[src/rtl/nrs_cinit_seq_tx.sv]
// nrs_cinit_seq_tx: sequences NB-IoT NRS Gold-sequence seeds (c_init) for
// every NRS-bearing (slot, symbol) of a radio frame over a valid/ready link.
//
// Ports:
//   clk, rst            clock, asynchronous active-high reset
//   start               one-cycle frame strobe, taken only in IDLE
//   n_cell_id[8:0]      cell ID, latched on accepted start
//   sfn_even            even radio frame flag, latched on accepted start
//   cinit_ready         downstream can take a seed
//   cinit_valid         seed offered (OFFER state)
//   c_init[30:0]        seed for (slot, sym_l)
//   slot[4:0], sym_l[2:0] slot index ns and OFDM symbol (5 or 6) of the seed
//   first_run/last_run  offered seed is first / last of the frame
//   busy                not IDLE
//   done                one-cycle pulse after the last seed transfers
//
// Build option: define NSSS_SKIP_EN to also skip slots 18/19 (NSSS
// subframe 9) on even frames, ending the frame at (17,6).

module nrs_cinit_seq_tx (
    input  logic        clk,
    input  logic        rst,
    input  logic        start,
    input  logic [8:0]  n_cell_id,
    input  logic        sfn_even,
    input  logic        cinit_ready,
    output logic        cinit_valid,
    output logic [30:0] c_init,
    output logic [4:0]  slot,
    output logic [2:0]  sym_l,
    output logic        first_run,
    output logic        last_run,
    output logic        busy,
    output logic        done
);

`ifdef NSSS_SKIP_EN
    localparam bit SKIP_NSSS = 1'b1;
`else
    localparam bit SKIP_NSSS = 1'b0;
`endif

    typedef enum logic [1:0] {
        IDLE  = 2'd0,
        CALC  = 2'd1,
        OFFER = 2'd2
    } state_t;

    state_t      state;
    state_t      state_nxt;
    logic [8:0]  id_q;
    logic        sfn_q;
    logic [4:0]  ns_q;
    logic        l_q;      // 0: symbol 5, 1: symbol 6
    logic [4:0]  last_ns;
    logic        is_last;
    logic        accept;
    logic        xfer;
    logic [30:0] term;
    logic [30:0] mult;
    logic [30:0] seed_nxt;

    // 7*(ns+1) + l + 1 with l = 5 + l_q  ->  7*ns + 13 + l_q
    assign term     = 31'(ns_q) * 31'd7 + 31'd13 + 31'(l_q);
    assign mult     = {21'd0, id_q, 1'b1};
    assign seed_nxt = term * mult * 31'd1024 + mult;

    assign last_ns = (SKIP_NSSS && sfn_q) ? 5'd17 : 5'd19;
    assign is_last = l_q && (ns_q == last_ns);

    // start in the done cycle is ignored: the frame is still closing out
    assign accept = (state == IDLE) && start && !done;
    assign xfer   = (state == OFFER) && cinit_ready;

    assign slot  = ns_q;
    assign sym_l = l_q ? 3'd6 : 3'd5;

    always_comb begin
        state_nxt   = state;
        cinit_valid = 1'b0;
        busy        = 1'b1;
        unique case (state)
            IDLE: begin
                busy = 1'b0;
                if (accept) state_nxt = CALC;
            end
            CALC: begin
                state_nxt = OFFER;
            end
            OFFER: begin
                cinit_valid = 1'b1;
                if (cinit_ready) state_nxt = is_last ? IDLE : CALC;
            end
            default: begin
                state_nxt = IDLE;
            end
        endcase
        first_run = cinit_valid && (ns_q == 5'd0) && !l_q;
        last_run  = cinit_valid && is_last;
    end

    always_ff @(posedge clk or posedge rst) begin
        if (rst) begin
            state  <= IDLE;
            done   <= 1'b0;
            id_q   <= 9'd0;
            sfn_q  <= 1'b0;
            ns_q   <= 5'd0;
            l_q    <= 1'b0;
            c_init <= 31'd0;
        end else begin
            state <= state_nxt;
            done  <= xfer && is_last;
            if (accept) begin
                id_q  <= n_cell_id;
                sfn_q <= sfn_even;
                ns_q  <= 5'd0;
                l_q   <= 1'b0;
            end
            if (state == CALC) c_init <= seed_nxt;
            if (xfer && !is_last) begin
                if (l_q) begin
                    l_q  <= 1'b0;
                    // slots 10/11 carry NPSS: never NRS
                    ns_q <= (ns_q == 5'd9) ? 5'd12 : ns_q + 5'd1;
                end else begin
                    l_q <= 1'b1;
                end
            end
        end
    end

endmodule
[config.mk]
export PLATFORM = sky130hd
export DESIGN_NAME = nrs_cinit_seq_tx
export DESIGN_NICKNAME = d
export VERILOG_FILES = /design/src/rtl/nrs_cinit_seq_tx.sv
export SDC_FILE = /design/constraint.sdc
export NUM_CORES = 1
export LEC_CHECK = 0
export BUFFER_PORTS_ARGS = -buffer_cell sky130_fd_sc_hd__buf_2
export CORE_MARGIN = 4
export CORE_UTILIZATION = 27
export DETAILED_ROUTE_END_ITERATION = 16
export HOLD_SLACK_MARGIN = 0.05
export PLACE_DENSITY = 0.41
export SLEW_MARGIN = 20
export SYNTH_ARGS = -nofsm -noshare
export SYNTH_HDL_FRONTEND = slang
export SYNTH_SLANG_ARGS = --single-unit
[constraint.sdc]
create_clock -name clk -period 7.2 [get_ports clk]
set_clock_uncertainty 0.05 [all_clocks]
set_input_delay 0 -clock clk [delete_from_list [all_inputs] [get_ports clk]]
set_output_delay 0 -clock clk [all_outputs]
set_load 0.02 [all_outputs]
---- Word level (Yosys, flattened, before mapping) ----
Index checks and enable logic that the tools add are counted.
word-level totals
  bits in writable memories ............... 0
  bits in latches ......................... 0
  memory bits (read-only) ................. 0
  memories ................................ 0
  bits in registers ....................... 49
  logic and storage cells ................. 48
cells by class
  multiply operators ...................... 2
  magnitude comparators ................... 0
  add/sub/neg operators ................... 4
  shift operators ......................... 0
  bitwise logic cells ..................... 0
  divide/modulo/power cells ............... 0
  mux-type cells .......................... 14
  reductions and logical operators ........ 16
  equal/unequal tests ..................... 6
operators with widths
  operator                                             count
  adder 30 x 10 -> 31 bit                              1
  multiplier 10 x 10 -> 20 bit                         1
  two-way mux 5 bit                                    4
  adder 9 x 1 -> 10 bit                                1
  adder 8 x 4 -> 9 bit, second input constant          1
  logical AND 1 bit                                    9
  multiplier 5 x 3 -> 8 bit, second input constant     1
  two-way mux 1 bit                                    6
  two-way mux 2 bit                                    3
  one-hot mux 2 bit (3 select lines)                   1
  adder 5 x 1 -> 5 bit, second input constant          1
  equality test 5 x 4 -> 1 bit, second input constant  1
  equality test 5 bit, second input constant           1
  zero test 5 bit                                      1
  inequality test 2 bit, second input constant         2
  zero test 1 bit                                      3
  equality test 2 x 1 -> 1 bit, second input constant  1
  equality test 2 bit, second input constant           1
  zero test 2 bit                                      1
  AND reduction 2 bit                                  1
  nonzero test 2 bit                                   1

---- Logic depth before layout (Yosys ltp) ----
Gate-level depths: netlist of the first run.
  depth after elaboration ................. 6
  mapped depth ............................ 26

---- Worst setup path after synthesis of the first run ----
Ideal clock, no wire load.
  path kind ............................... reg2reg
  start ................................... register ns_q[2], in the netlist slot[2]
  end ..................................... register c_init[25]
  required time ........................... 7.024 ns
  cell stages (with the launch flop) ...... 25
  setup time .............................. 0.126 ns
  clock period less this slack ............ 7.045 ns
  setup slack ............................. 0.155 ns
  arrival ................................. 6.869 ns
  cell sequence ........................... dfrtp_1 -> inv_1 -> ha_1 -> inv_1 -> fa_1 -> ha_1 -> nor2b_1 -> o21a_1 -> o21a_1 -> nor2_1 -> nand2_1 -> fa_1 -> inv_1 -> fa_1 -> inv_1 -> fa_1 -> inv_1 -> fa_1 -> fa_1 -> ha_1 -> a2111oi_0 -> o21ai_1 -> nand4_1 -> nand2_1 -> a221o_1
between the ends
  longest elaborated chain between the ends .. 5
RTL lines
  what                          line  text
  from (decl)                   53    logic [4:0] ns_q;
  from (signal assigned)        125   ns_q <= (ns_q == 5'd9) ? 5'd12 : ns_q + 5'd1;
  multiplier 5 x 3 -> 8 bit     64    assign term = 31'(ns_q) * 31'd7 + 31'd13 + 31'(l_q);
  adder 8 x 4 -> 9 bit          64
  adder 9 x 1 -> 10 bit         64
  multiplier 10 x 10 -> 20 bit  66    assign seed_nxt = term * mult * 31'd1024 + mult;
  adder 30 x 10 -> 31 bit       66
  to (signal assigned)          120   if (state == CALC) c_init <= seed_nxt;
  to (decl)                     28    output logic [30:0] c_init,
No other way between the ends.
A chain may end at the register's enable or synchronous reset.

---- Final worst setup path of the first run ----
  start ................................... register ns_q[1], in the netlist slot[1]
  end ..................................... register c_init[25]
Same word-level chain as after synthesis.

==> flow_summary_export.csv, run 1 <==
group,metric,value,unit
outcome,status,"finished clean",
logic_synthesis,postSynthRegisterBits,48,
min_path,whs_endpoint,"state[0]$_DFFE_PP0P_",
die,io_pins,58,
logic_synthesis,syn_area,0.005633,mm2
route,drt_iter0_drc,115,
die,die_height,152.4,um
logic_synthesis,ys_types,56,
placement,gp_congestion,0.7753,
setup_path,worst_setup_path_end_kind,"flop",
route,drt-total-wl,13910,um
route,routed_via_density,4.644,
min_path,hold_path_class,"input pin to flop",
setup_path,cp_max_fo,5,
timing,rsz0062_at_grt,"false",
grt,grt_max_degree,49,
layout,register_area,0.001202,mm2
logic_synthesis,ys_seq_area_frac,0.2132,
min_path,hp-start,"start",
cts,root_buffer,"clkbuf_16",
timing,holdWs,0.1869,ns
setup_path,timing.rr.end,"c_init[25]$_DFFE_PP0N_",
grt,overflow,0,
grt,track_usage,0.1228,
die,start_util,0.2766,
die,core_area,0.02036,mm2
setup_path,r2r_start,"slot[1]$_DFF_PP0_",
logic_synthesis,syn_inst,604,
cts,h-tree-depth,2,
setup_path,ff2ff_path_depth,24,
setup_path,critPathLaunchType,"flop",
layout,drive_gt1_frac,0.1475,
layout,final_core_util,0.3221,
timing,period_needed,6.818,ns
min_path,holdPathStages,3,
timing,fin_crit_sh,0.9470,
cts,cts.sinks,48,
cts,cts_tree,"yes",
setup_path,cp_common_cell,"fa_1",
logic_synthesis,synth_edf_count,0,
placement,dp_hpwl,10670,um
layout,n_antenna_cell,0,
logic_synthesis,syn_area_per_cell,9.326,um2
route,dr.pass1.iters,4,
route,drtAntennaViolNets,0,
layout,area_growth,16.46,%
route,drc,0,
route,routedWlPerCell,14.78,um
logic_synthesis,yosys_warnings,0,
setup_path,critPathKind,"flop to flop",
setup_path,r2r_slack,0.38,ns
layout,multi_input_area,0.004088,mm2
grt,grt_pass1_vias,4622,
setup_path,slowest_delay,0.56,ns
die,row_count,52,
timing,clock.fmax,0.1467,GHz
die,dieArea,0.02324,mm2
layout,fillers,2148,
setup_path,arrival,6.96,ns
cts,clock_path_buffers,2,
logic_synthesis,synth_ff_type,"dfrtp_1",
timing,max_slew_margin,0.4914,
timing,finalHoldViolations,0,
logic_synthesis,synth_nets,756,
route,vias,4370,
timing,tightestPinTransition,0.7621,ns
grt,antenna_found_initial,0,
logic_synthesis,async_flop_share,1.000,
layout,nNetsFinal,822,
cts,clock_latency,0.30,ns
timing,finalSetupTns,0,ns
timing,maxSlewViolCount,0,
cts,cts_buffers,5,
die,die_width,152.4,um
placement,portBuffers,54,
cts,clk_pin_slew,0.08,ns
setup_path,required,7.34,ns
grt,grt_pass1_wl,23800,um
setup_path,crit_chain,"inv_2 > ha_1 > inv_1 > fa_1 > ha_1 > nor2b_1 > o21a_1 > o21a_1 > o311ai_4 > nand2_1 > fa_1 > inv_1 > fa_1 > inv_1 > fa_1 > inv_1 > fa_1 > fa_1 > ha_1 > a2111oi_2 > o21ai_1 > nand4_1 > nand2_1 > a221o_1",
timing,setup_viol,0,
setup_path,crit_slowest_cell,"fa_1",
job,max_cap_viol_count,0,
[cells by family (layout without fill, tap and decap cells)]
group / after synthesis / in the layout / share of synthesized area
AND/OR/NAND/NOR: 206 / 206 / 0.1730
buffers and inverters: 94 / 161 / 0.06530
other: 2 / 2 / 0.001333
XOR/XNOR: 12 / 12 / 0.01866
multiplexers: 15 / 15 / 0.02910
flip-flops: 48 / 48 / 0.2132
AO/OA/AOI/OAI: 89 / 89 / 0.1142
adder cells (fa/ha/maj): 138 / 138 / 0.3852
[cells in the mapped netlist, drive strengths merged (6+ instances only)]
cell      n  share of area
a211oi    7          0.012
a21o      6         0.0080
a21oi    12          0.011
and2     40          0.044
buf       6         0.0067
clkbuf   18          0.012
dfrtp    48           0.21
fa       59           0.21
ha       79           0.18
inv      70          0.047
mux2     11          0.022
nand2   105          0.070
nand2b    6         0.0067
nor2     19          0.013
nor2b    11          0.012
o21ai    29          0.026
xor2      9          0.014
[repair_timing]
action,4_1_cts,5_1_grt
endpoints found under the hold margin,58,0
setup buffers,0,2
endpoints found under the setup margin,0,8
hold buffers,11,0
resized for setup,0,6
[through the flow]
step / setup WS, ns / cells / area [um2]
2_1_floorplan: 0.1546 / 604 / 5633
3_3_place_gp: 0.2202 / 920 / 6264
3_5_place_dp: 0.1276 / 920 / 6272
4_1_cts: 0.09220 / 939 / 6534
5_1_grt: 0.005470 / 941 / 6560
6_report: 0.3819 / 941 / 6560
[flip-flops by register name, summed over array words and instances, names as in the netlist]
name    count
l_q         1
done        1
c_init     30
slot        5
state       2
id_q        9
[worst max-delay path by stage]
stage | cells after the start | slack, ns | startpoint | to
floorplan | 24 | 0.15 | slot[2]$_DFF_PP0_ | c_init[25]$_DFFE_PP0N_
global placement | 23 | 0.22 | slot[1]$_DFF_PP0_ | c_init[25]$_DFFE_PP0N_
detailed placement | 24 | 0.13 | slot[1]$_DFF_PP0_ | c_init[25]$_DFFE_PP0N_
CTS | 24 | 0.09 | slot[1]$_DFF_PP0_ | c_init[25]$_DFFE_PP0N_
global route | 24 | 0.005 | slot[1]$_DFF_PP0_ | c_init[25]$_DFFE_PP0N_
finish | 24 | 0.38 | slot[1]$_DFF_PP0_ | c_init[25]$_DFFE_PP0N_
[routing by layer]
layer | vias to the layer above | track usage | wire (um)
met5 | - | 0 | 0
met4 | 0 | 0.02843 | 170
met3 | 8 | 0.01761 | 457
met2 | 74 | 0.2091 | 6817
met1 | 2187 | 0.1661 | 6459
li1 | 2101 | - | -
[critical path, delay by kind of cell (launching register included)]
family          cells  cell delay, ns
fa+ha+maj           9            3.83
buf+inv             5            0.30
flops               1            0.41
compound gates      6            1.52
simple gates        4            0.59
[layout by cell type (no fill, tap or decap), types with 4 or more instances in the layout]
cell             n
a21oi_1         11
inv_1           67
nor2b_1         10
o211ai_1         5
fa_1            59
mux2i_1          4
nand2_1        105
nand2b_1         6
clkbuf_16        5
a21o_1           6
xor2_1           9
buf_2           54
ha_1            79
buf_4           18
nor2_1          19
o21ai_1         13
nor3_1           5
and2_1          40
a211oi_1         6
mux2_1           8
dfrtp_1         47
nand3_1          5
o21ai_0         15
dlygate4sd3_1   11
o21bai_1         4
[cell type report]
type	instances	share of cell area
well taps	270	0.05150
flip-flops and latches	48	0.1833
repair buffers	83	0.07858
clock inverters	3	0.004005
multi-input cells	462	0.6231
inverters	70	0.04043
clock buffers	5	0.01907
Power of run 1 is left out: the tool's default activity adds up to more than one toggle a clock period on the data nets, which glitch-free logic cannot reach.
==> run 2: changes to the inputs <==
CAP_MARGIN = 20   (was default)
CORE_ASPECT_RATIO = 1.4   (was default)
PLACE_DENSITY = 0.4   (was 0.41)
clock period = 7.4 ns   (was 7.2 ns; I/O delays follow)
==> flow_summary_export.csv, run 2 (synthesis gave the netlist of run 1 again) <==
group,metric,value,unit
setup_path,timing.rr.end,"c_init[25]$_DFFE_PP0N_",
setup_path,critPathLaunchType,"flop",
route,dr.pass1.iters,4,
placement,gp_congestion,0.7557,
route,routedWlPerCell,14.80,um
layout,top_register,"c_init",
timing,fin_crit_sh,0.9452,
cts,cts_buffers,5,
outcome,status,"finished clean",
timing,max_slew_margin,0.2480,
setup_path,worst_setup_path_end_kind,"flop",
route,routed_via_density,4.602,
placement,dp_hpwl,10920,um
layout,nNetsFinal,816,
timing,finalHoldViolations,0,
route,wl_met1,5908,um
layout,final_common_cell,"nand2_1",
layout,final_cell_mix,"nand2_1 (105), ha_1 (79), inv_1 (69), fa_1 (59), buf_2 (54)",
timing,rsz0062_at_grt,"false",
cts,h-tree-depth,2,
timing,finalSetupTns,0,ns
route,drt-total-wl,13630,um
cts,clk_pin_slew,0.08,ns
route,drt_iter0_drc,145,
route,highest_layer,"met4",
setup_path,critPathKind,"flop to flop",
min_path,hp-start,"start",
setup_path,arrival,7.14,ns
placement,portBuffers,54,
cts,cts.sinks,48,
min_path,hold_path_class,"input pin to flop",
setup_path,startpoint,"slot[1]$_DFF_PP0_",
setup_path,required,7.55,ns
timing,maxSlewViolCount,0,
layout,largest_reg_flops,30,
min_path,whs_endpoint,"state[0]$_DFFE_PP0P_",
route,dr_wl_met2,7139,um
layout,n_antenna_cell,0,
cts,clock_latency,0.31,ns
die,die_height,178.9,um
die,io_pins,58,
route,drtAntennaViolNets,0,
grt,grt_pass1_wl,23230,um
cts,root_buffer,"clkbuf_16",
grt,grt_max_degree,49,
cts,clock_path_buffers,2,
grt,antenna_found_initial,0,
route,wl_met3,437,um
die,die_width,130.1,um
setup_path,r2r_slack,0.41,ns
die,row_count,62,
job,max_cap_viol_count,0,
min_path,holdPathStages,3,
timing,period_needed,6.994,ns
die,dieArea,0.02327,mm2
layout,drive_gt1_frac,0.1368,
setup_path,ff2ff_path_depth,24,
die,start_util,0.2740,
layout,area_growth,16.04,%
timing,clock.fmax,0.1430,GHz
setup_path,r2r_start,"slot[1]$_DFF_PP0_",
grt,grt_pass1_vias,4637,
grt,track_usage,0.1254,
timing,setup_viol,0,
grt,overflow,0,
route,drc,0,
timing,holdWs,0.2518,ns
setup_path,cp_max_fo,6,
route,vias,4238,
cts,cts_tree,"yes",
timing,tightestPinTransition,1.123,ns
die,core_area,0.02056,mm2
run 2: worst max path at each step:
stage                                         to  slack [ns]  cells after the start
final                     c_init[25]$_DFFE_PP0N_        0.41                     24
after detailed placement  c_init[25]$_DFFE_PP0N_        0.30                     23
after global routing      c_init[25]$_DFFE_PP0N_       0.007                     23
after floorplan           c_init[25]$_DFFE_PP0N_        0.35                     24
after global placement    c_init[25]$_DFFE_PP0N_        0.34                     23
after CTS                 c_init[25]$_DFFE_PP0N_        0.27                     23
run 2: cell type report:
class	count	area, um2
clock inverter	3	68.82
clock buffer	5	125.1
sequential	48	1202
tap	256	320.3
timing repair buffer	77	470.5
multi-input combinational	462	4086
fill	2163	14020
inverter	70	262.8
run 2: critical path: stages (launching register included):
cell and delay (ns):
dfrtp_1 0.45, inv_1 0.13, ha_1 0.30, inv_1 0.07, fa_1 0.42, ha_1 0.36
nor2b_1 0.15, o21a_1 0.21, o21a_1 0.22, o311ai_4 0.27, nand2_1 0.10, fa_1 0.50
inv_1 0.05, fa_1 0.49, inv_1 0.05, fa_1 0.47, inv_1 0.05, fa_1 0.55
fa_1 0.42, ha_1 0.32, a2111oi_1 0.36, o21ai_1 0.24, nand4_1 0.21, nand2_1 0.13
a221o_1 0.31
run 2: metrics by stage:
step / util / std cells / area (um2) / setup slack [ns]
2_1_floorplan: - / 604 / 5633 / 0.3546
3_3_place_gp: 0.3020 / 901 / 6208 / 0.3367
3_5_place_dp: 0.3020 / 901 / 6208 / 0.3026
4_1_cts: 0.3168 / 920 / 6513 / 0.2727
5_1_grt: 0.3180 / 921 / 6536 / 0.007049
6_report: 0.3180 / 921 / 6536 / 0.4057
run 2: layer usage:
layer | vias to the layer above | global-route usage
li1 | 2091 | -
met1 | 2075 | 0.1534
met2 | 63 | 0.2295
met3 | 9 | 0.01937
met4 | 0 | 0.02773
met5 | - | 0
run 2: what timing repair did:
action | 4_1_cts | 5_1_grt
hold buffers | 11 | 0
setup endpoints to repair | 0 | 8
hold endpoints to repair | 58 | 0
gates resized for setup | 0 | 4
setup buffers | 0 | 1
Power of run 2 is left out for the same reason.
==> run 3: changes to the inputs <==
ABC_AREA = 1   (was default)
==> flow_summary_export.csv, run 3 <==
group,metric,value,unit
layout,final_cell_mix,"nand2_1 (175), inv_1 (126), ha_1 (79), fa_1 (59), buf_2 (54)",
logic_synthesis,yosys_warnings,0,
cts,hold_buffers,11,
setup_path,required,7.54,ns
grt,antenna_found_initial,0,
setup_path,slowest_delay,0.56,ns
logic_synthesis,synth_top_family_by_area,"adder cells",
grt,grt_pass1_vias,4629,
cts,clock_path_buffers,2,
route,drt_iter0_drc,185,
timing,finalSetupTns,0,ns
timing,clock.fmax,0.1461,GHz
setup_path,critPathLaunchType,"flop",
logic_synthesis,ys_types,32,
logic_synthesis,async_flop_share,1.000,
timing,rsz0062_at_grt,"false",
logic_synthesis,syn_area,0.005557,mm2
layout,final_common_cell,"nand2_1",
logic_synthesis,synth-xor-area-share,0.02027,
setup_path,worst_setup_path_end_kind,"flop",
cts,postCtsResizedCells,0,
cts,h-tree-depth,2,
route,vias,4476,
timing,max_slew_margin,0.4041,
logic_synthesis,synth_nets,843,
die,start_util,0.2768,
layout,largest_reg_flops,30,
timing,period_needed,6.845,ns
die,dieArea,0.02297,mm2
placement,portBuffers,54,
min_path,hold_path_class,"input pin to flop",
cts,post_cts_buffers,0,
layout,multi_input_area,0.003791,mm2
logic_synthesis,synth_edf_count,0,
route,drc,0,
logic_synthesis,netlist.area_leader.share,0.2162,
outcome,status,"finished clean",
setup_path,cp_max_fo,7,
die,row_count,61,
timing,finalHoldViolations,0,
setup_path,crit_slowest_cell,"fa_1",
route,routedWlPerCell,14.75,um
cts,clk_pin_slew,0.07,ns
placement,dp_hpwl,12090,um
layout,register_area,0.001201,mm2
layout,area_growth,15.18,%
timing,tightestPinTransition,0.8938,ns
die,core_area,0.02007,mm2
setup_path,arrival,6.99,ns
timing,setup_viol,0,
placement,gp_congestion,0.8368,
grt,grt_pass1_wl,24160,um
job,max_cap_viol_count,0,
cts,cts_tree,"yes",
logic_synthesis,synth-simple-area-share,0.2112,
layout,final_core_util,0.3188,
logic_synthesis,synth_ff_type,"dfrtp_1",
grt,track_usage,0.1350,
logic_synthesis,synth_common_cells,"nand2_1 (175), inv_1 (127), ha_1 (79)",
placement,dp.cells,986,
logic_synthesis,synth_fa_ha_area_frac,0.3905,
die,die_width,129.2,um
layout,top_register,"c_init",
die,die_height,177.7,um
layout,n_antenna_cell,0,
logic_synthesis,postSynthRegisterBits,48,
logic_synthesis,synthMuxAreaShare,0,
route,routed_via_density,4.458,
logic_synthesis,syn_area_per_cell,8.041,um2
logic_synthesis,syn_inst,691,
timing,fin_crit_sh,0.9250,
route,drt-total-wl,14810,um
layout,fillers,2153,
cts,root_buffer,"clkbuf_16",
setup_path,critPathKind,"flop to flop",
cts,clock_latency,0.30,ns
layout,fin_cells,1004,
cts,cts.sinks,48,
setup_path,cp_common_cell,"nand2_1",
logic_synthesis,synth_compound_area_frac,0.05900,
die,io_pins,58,
layout,nNetsFinal,904,
logic_synthesis,synth_largest_area_cell,"dfrtp_1",
layout,drive_gt1_frac,0.1090,
timing,maxSlewViolCount,0,
logic_synthesis,synth.area.top_cells,"dfrtp_1 (22%), fa_1 (21%), ha_1 (18%), nand2_1 (12%), inv_1 (8.6%)",
logic_synthesis,ys_seq_area_frac,0.2162,
grt,overflow,0,
route,dr.pass1.iters,4,
grt,grt_max_degree,49,
route,drtAntennaViolNets,0,
cts,cts_buffers,5,
logic_synthesis,yosysMostFrequentCell,"nand2_1",
[run 3: cell types whose count changed after synthesis, moves of 10 or more]
| cell | previous run | this run |
|---|---|---|
| nand3_1 | 5 | 33 |
| o21ai_1 | 14 | 1 |
| o21ai_0 | 15 | 34 |
| nor2b_1 | 11 | 0 |
| inv_1 | 70 | 127 |
| nor2_1 | 19 | 52 |
| nand2_1 | 105 | 175 |
| and2_1 | 40 | 1 |
| clkbuf_1 | 18 | 8 |
[run 3: routing by layer]
metal	vias up	GRT usage	routed length (um)
li1	2239	-	-
met1	2177	0.1549	5906
met2	48	0.2567	8293
met3	12	0.01686	345
met4	0	0.04028	266
met5	-	0	0
[run 3: cells by family after synthesis]
| logic type | after synthesis |
|---|---|
| AO/OA/AOI/OAI | 62 |
| XOR/XNOR | 12 |
| adder cells (fa/ha/maj) | 138 |
| buffers and inverters | 146 |
| flip-flops | 48 |
| other | 2 |
| AND/OR/NAND/NOR | 283 |
[run 3: cell type report]
type / instances / share of cell area
sequential: 48 / 0.1877
clock inverter: 2 / 0.009384
tap: 252 / 0.04927
timing repair buffer: 70 / 0.06530
multi-input combinational: 497 / 0.5924
clock buffer: 5 / 0.01955
inverter: 130 / 0.07644
[run 3: through the flow]
stage	setup slack (ns)	hold slack, ns	instance area (um2)
after global routing	0.04265	0.2659	6400
after CTS	0.5052	0.2113	6399
after global placement	0.5935	0.1676	6103
after floorplan	0.9008	0.05806	5557
after detailed placement	0.5274	0.1687	6103
final	0.5549	0.2145	6400
[run 3: final timing paths]
path / slack (ns) / end / startpoint / depth (start not counted)
setup reg to reg: 0.55 / c_init[25]$_DFFE_PP0N_ / slot[4]$_DFF_PP0_ / 31
hold reg to reg: 0.42 / c_init[13]$_DFFE_PP0N_ / c_init[13]$_DFFE_PP0N_ / 2
max in group asynchronous: 6.40 / id_q[7]$_DFFE_PP0P_ / rst / 3
hold / removal: 0.21 / id_q[8]$_DFFE_PP0P_ / start / 6
setup / recovery: 0.55 / c_init[25]$_DFFE_PP0N_ / slot[4]$_DFF_PP0_ / 31
min in group asynchronous: 0.35 / c_init[28]$_DFFE_PP0N_ / rst / 3
[run 3: worst max-delay path, delay by kind of cell (launching register included)]
family	cells	cell delay, ns
adders and majority gates	9	3.99
AOI/OAI and AO/OA	3	0.45
buffers and inverters	6	0.50
DFF	1	0.46
and+or+nand+nor	13	1.29
Power of run 3 is left out for the same reason.
